[src/rtl/gen_seq_ctrl.sv]
// gen_seq_ctrl: segment-table sequencer that drives an external datapath.
// A run steps through nseg table entries, each {mode, len}; x_i carries the
// active segment's mode and s closes the datapath feedback loop (s <= q).
// Ports:
//   clk, rst            clock, synchronous active-high reset
//   cfg_we/addr/mode/len segment-table write port (accepted only while idle)
//   cfg_nseg, seed      run length in segments / initial datapath state (on start)
//   start, abort        run request pulse / run termination
//   q, y                datapath present state and output
//   s, x_i              datapath state and mode inputs
//   busy, done          LOAD/RUN indicator, one-cycle completion pulse
//   seg_idx, y_count    active segment, saturating count of RUN cycles with y=1
module gen_seq_ctrl #(
  parameter int NSEG = 8,
  parameter int LENW = 5
) (
  input  logic                    clk,
  input  logic                    rst,
  input  logic                    cfg_we,
  input  logic [$clog2(NSEG)-1:0] cfg_addr,
  input  logic                    cfg_mode,
  input  logic [LENW-1:0]         cfg_len,
  input  logic [$clog2(NSEG):0]   cfg_nseg,
  input  logic [2:0]              seed,
  input  logic                    start,
  input  logic                    abort,
  input  logic [2:0]              q,
  input  logic                    y,
  output logic [2:0]              s,
  output logic                    x_i,
  output logic                    busy,
  output logic                    done,
  output logic [$clog2(NSEG)-1:0] seg_idx,
  output logic [7:0]              y_count
);

  localparam int AW = $clog2(NSEG);

  typedef enum logic [1:0] {
    IDLE = 2'd0,
    LOAD = 2'd1,
    RUN  = 2'd2,
    DONE = 2'd3
  } state_t;

  state_t          state;
  logic [NSEG-1:0] tbl_mode;
  logic [LENW-1:0] tbl_len [NSEG];
  logic [AW:0]     nseg_r;
  logic [LENW-1:0] cnt;

  logic [AW:0]     nseg_clamp;
  logic [LENW-1:0] cur_len;
  logic            seg_last;
  logic [AW:0]     idx_inc;
  logic            more_segs;
  logic [AW-1:0]   next_idx;
  logic [7:0]      y_next;

  always_comb begin
    nseg_clamp = (cfg_nseg > (AW+1)'(NSEG)) ? (AW+1)'(NSEG) : cfg_nseg;
    cur_len    = tbl_len[seg_idx];
    // len=0 behaves as len=1: the segment ends on its first cycle.
    seg_last   = (cur_len == '0) || (cnt == cur_len - LENW'(1));
    idx_inc    = {1'b0, seg_idx} + (AW+1)'(1);
    more_segs  = idx_inc < nseg_r;
    next_idx   = seg_idx + AW'(1);
    y_next     = (y_count == '1) ? y_count : y_count + 8'd1;
  end

  // Segment table; writes are dropped while a run is in progress.
  always_ff @(posedge clk) begin
    if (rst) begin
      tbl_mode <= '0;
      for (int unsigned i = 0; i < NSEG; i++) tbl_len[i] <= '0;
    end else if (cfg_we && !busy) begin
      tbl_mode[cfg_addr] <= cfg_mode;
      tbl_len[cfg_addr]  <= cfg_len;
    end
  end

  always_ff @(posedge clk) begin
    if (rst) begin
      state   <= IDLE;
      s       <= '0;
      x_i     <= 1'b0;
      busy    <= 1'b0;
      done    <= 1'b0;
      seg_idx <= '0;
      y_count <= '0;
      nseg_r  <= '0;
      cnt     <= '0;
    end else begin
      done <= 1'b0;
      case (state)
        IDLE: begin
          if (start) begin
            y_count <= '0;
            seg_idx <= '0;
            nseg_r  <= nseg_clamp;
            if (nseg_clamp != '0) begin
              state <= LOAD;
              busy  <= 1'b1;
              s     <= seed;
              x_i   <= tbl_mode[0];
            end else begin
              state <= DONE;
              done  <= 1'b1;
            end
          end
        end

        LOAD: begin
          if (abort) begin
            state <= IDLE;
            busy  <= 1'b0;
            s     <= '0;
            x_i   <= 1'b0;
          end else begin
            state <= RUN;
            s     <= q;
            x_i   <= tbl_mode[seg_idx];
            cnt   <= '0;
          end
        end

        RUN: begin
          // abort wins over segment advance and leaves y_count untouched.
          if (abort) begin
            state <= IDLE;
            busy  <= 1'b0;
            s     <= '0;
            x_i   <= 1'b0;
          end else begin
            if (y) y_count <= y_next;
            if (seg_last && !more_segs) begin
              state <= DONE;
              done  <= 1'b1;
              busy  <= 1'b0;
              s     <= '0;
              x_i   <= 1'b0;
            end else if (seg_last) begin
              seg_idx <= next_idx;
              cnt     <= '0;
              s       <= q;
              x_i     <= tbl_mode[next_idx];
            end else begin
              cnt <= cnt + LENW'(1);
              s   <= q;
              x_i <= tbl_mode[seg_idx];
            end
          end
        end

        DONE: state <= IDLE;

        default: begin
          state <= IDLE;
          busy  <= 1'b0;
          s     <= '0;
          x_i   <= 1'b0;
        end
      endcase
    end
  end

endmodule
[config.mk]
export PLATFORM = sky130hd
export DESIGN_NAME = gen_seq_ctrl
export DESIGN_NICKNAME = d
export VERILOG_FILES = /design/src/rtl/gen_seq_ctrl.sv
export SDC_FILE = /design/constraint.sdc
export NUM_CORES = 1
export LEC_CHECK = 0
export CAP_MARGIN = 20
export CORE_ASPECT_RATIO = 0.8
export CORE_UTILIZATION = 57
export CTS_BUF_LIST = sky130_fd_sc_hd__clkbuf_4 sky130_fd_sc_hd__clkbuf_8 sky130_fd_sc_hd__clkbuf_16
export DETAILED_ROUTE_END_ITERATION = 12
export PLACE_DENSITY = 0.78
export SYNTH_ARGS = -nofsm -noshare
export SYNTH_HDL_FRONTEND = slang
export SYNTH_SLANG_ARGS = --single-unit
[constraint.sdc]
create_clock -name clk -period 3.1 [get_ports clk]
set_input_delay 0.93 -clock clk [delete_from_list [all_inputs] [get_ports clk]]
set_output_delay 0.93 -clock clk [all_outputs]
set_load 0.01 [all_outputs]
==> impl_metrics.csv <==
group,metric,value,unit
cells_and_area,syn_to_final_growth,19.49,%
clock_network,htreeDepth,3,
power_and_ir_drop,vdd_drop_max,0.3247,mV
global_routing,grt.total_usage,26.71,%
worst_setup_path,path_class,"flop to flop",
floorplan,initial_core_util,59.67,%
drt,drt-pass1-iter-count,5,
sta,rsz0062_at_grt,"no",
sta,layout_worst_path_cycle_share,94.89,%
run,max_cap_viol_count,0,
logic_synthesis,yosysWarningCount,0,
sta,slew_viol_final,0,
clock_network,clock-root-buffer,"clkbuf_8",
floorplan,design.die.area,7633,sq um
logic_synthesis,ys_types,58,
sta,hold_viol,0,
worst_setup_path,worstSetupEndpointType,"flop",
global_routing,antenna_found_initial,0,
logic_synthesis,syn_area_per_cell,10.65,sq um
logic_synthesis,syn_nets,426,
sta,hold-worst-slack,0.4814,ns
cells_and_area,drive_gt1_share,12.36,%
worst_setup_path,crit_path_start_kind,"flop",
logic_synthesis,synth_common_cells,"and2_1, edfxtp_1, dfxtp_1, nand2_1, nor2_1",
min_path,hp-class,"flop to flop",
global_routing,grt_max_degree,23,
placement,post-dp-hpwl,7074,um
floorplan,die_h,78.35,um
power_and_ir_drop,powerDensity,511.9,nW/um^2
sta,worst_pin_slew,0.5877,ns
sta,finalSetupViolCount,0,
drt,drc,0,
drt,drt_iter0_markers,291,
clock_network,cts_tree,"yes",
logic_synthesis,synth_edf_count,40,
cells_and_area,finalNetCount,484,
cells_and_area,num_antenna_cells,0,
run_status,status,"complete, no violations",
logic_synthesis,synth-seq-cells,79,
drt,routed-via-count,3226,
power_and_ir_drop,leakagePower,0.001850,uW
power_and_ir_drop,total_power,2540,uW
global_routing,use_met3,6.055,%
logic_synthesis,synthTopCellsByArea,"edfxtp_1, dfxtp_1, and2_1, mux4_2, ha_1",
logic_synthesis,synth_top_area_share,28.92,%
clock_network,hold_buffers,0,
placement,place.port_buffers,41,
logic_synthesis,synth_largest_area_cell,"edfxtp_1",
sta,setup_tns,0,ns
drt,ant_nets,0,
floorplan,io_pins,42,
worst_setup_path,crit_fanout,12,
logic_synthesis,syn_area,4153,sq um
sta,fin_crit,2.941,ns
worst_setup_path,worstPathArrival,3.20,ns
global_routing,grt.busiest_layer,"met2",
drt,routed_wl,9575,um
floorplan,floorplan.rows,27,
clock_network,clock_path_buffers,2,
floorplan,core_area,6959,sq um
clock_network,cts.clk_slew.worst_paths,0.09,ns
logic_synthesis,synthCells,390,
drt,viasPerCell,5.974,
sta,clock_skew,0.01645,ns
sta,fmax,0.3400,GHz
global_routing,first_global_vias,3107,
logic_synthesis,synthFlopType,"edfxtp_1",
global_routing,gr-total-overflow,0,
floorplan,die_w,97.43,um
drt,avgRoutedWirePerCell,17.73,um
clock_network,clk_latency,0.36,ns
sta,slew_headroom,60.67,%
logic_synthesis,ys_seq_area_share,47.73,%
logic_synthesis,async_flop_share,0,%
worst_setup_path,cp.required,3.36,ns
clock_network,numCtsBuffers,9,
global_routing,grt_pass1_wl,15700,um
min_path,worstHoldStart,"nseg_r[3]",
clock_network,cts.sinks,79,
global_routing,globalRouteMet1Util,38.33,%
placement,place.gp.congestion,0.8552,
global_routing,grt_util_met2,41.47,%
logic make-up after synthesis:
family,after synthesis,synth area share (%)
AOI/OAI and AO/OA,70,11.60
xor gates and xnor gates,9,1.898
adders and majority gates,11,3.314
buffers and inverters,26,2.772
DFF,79,47.73
muxes,24,9.762
and+or+nand+nor,171,22.93
where the power goes:
group	leakage (uW)	switching (uW)	total [uW]	internal (uW)
logic	0.00101	290	513	223
clock network	0.000106	416	822	406
registers	0.000731	41.8	1200	1160
layout make-up:
class / count / area, sq um
clock buffer: 10 / 137.6
clock inverter: 6 / 72.57
tap: 87 / 108.9
timing repair buffer: 59 / 545.5
fill: 527 / 1997
sequential: 79 / 1982
multi-input combinational: 285 / 2063
inverter: 14 / 52.55
per-stage QoR:
step | area [sq um] | utilization, % | setup WS, ns | std cells
finish | 4962 | 71.31 | 0.1585 | 540
floorplan | 4153 | - | 0.2960 | 390
global route | 4962 | 71.31 | 0.006915 | 540
detailed placement | 4737 | 68.07 | 0.1626 | 523
CTS | 4947 | 71.09 | 0.1532 | 539
global placement | 4737 | 68.07 | 0.2985 | 523
cell usage in the layout, fill, tap and decap left out, drive strengths merged, types with 5 or more instances in the layout:
cell / instances
nand2b: 10
dfxtp: 39
nand2: 36
edfxtp: 40
nor2b: 7
nor2: 22
clkbuf: 10
nand3b: 7
a32o: 5
a21oi: 21
mux2i: 11
inv: 17
and2: 40
buf: 18
ha: 11
a21o: 5
and3: 9
o21ai: 17
nand3: 16
nor3: 7
xor2: 8
mux4: 11
clkdlybuf4s50: 41
nor3b: 5
flip-flops by register name, summed over array words and instances (netlist names), named ones only:
name / count
busy: 1
cnt: 5
done: 1
nseg_r: 4
s: 3
seg_idx: 3
state: 2
tbl_len: 40
tbl_mode: 8
x_i: 1
y_count: 8
path summary, 6_finish.rpt:
check	endpoint	slack (ns)	depth (start not counted)
setup / recovery	s[1]	0.16	10
setup reg to reg	s[1]	0.16	10
hold reg to reg	nseg_r[3]	0.48	2
hold / removal	nseg_r[3]	0.48	2
worst max-delay path: stages, from the launching register on:
cell	delay, ns
dfxtp_1	0.41
buf_4	0.24
mux4_2	0.32
mux2i_1	0.22
ha_1	0.25
a21boi_0	0.27
a21oi_1	0.12
nand4bb_4	0.26
o21ai_4	0.29
nand3_1	0.19
a41o_1	0.26
metal layers:
| layer | up-vias | wire length, um |
|---|---|---|
| met2 | 116 | 4397 |
| met3 | 11 | 668 |
| li1 | 1539 | - |
| met5 | - | 0 |
| met4 | 0 | 83 |
| met1 | 1560 | 4426 |
timing repair:
action	CTS	global route
setup buffers	0	1
resized for setup	0	2
endpoints found under the setup margin	0	8
(Power assumes the default switching activity.)
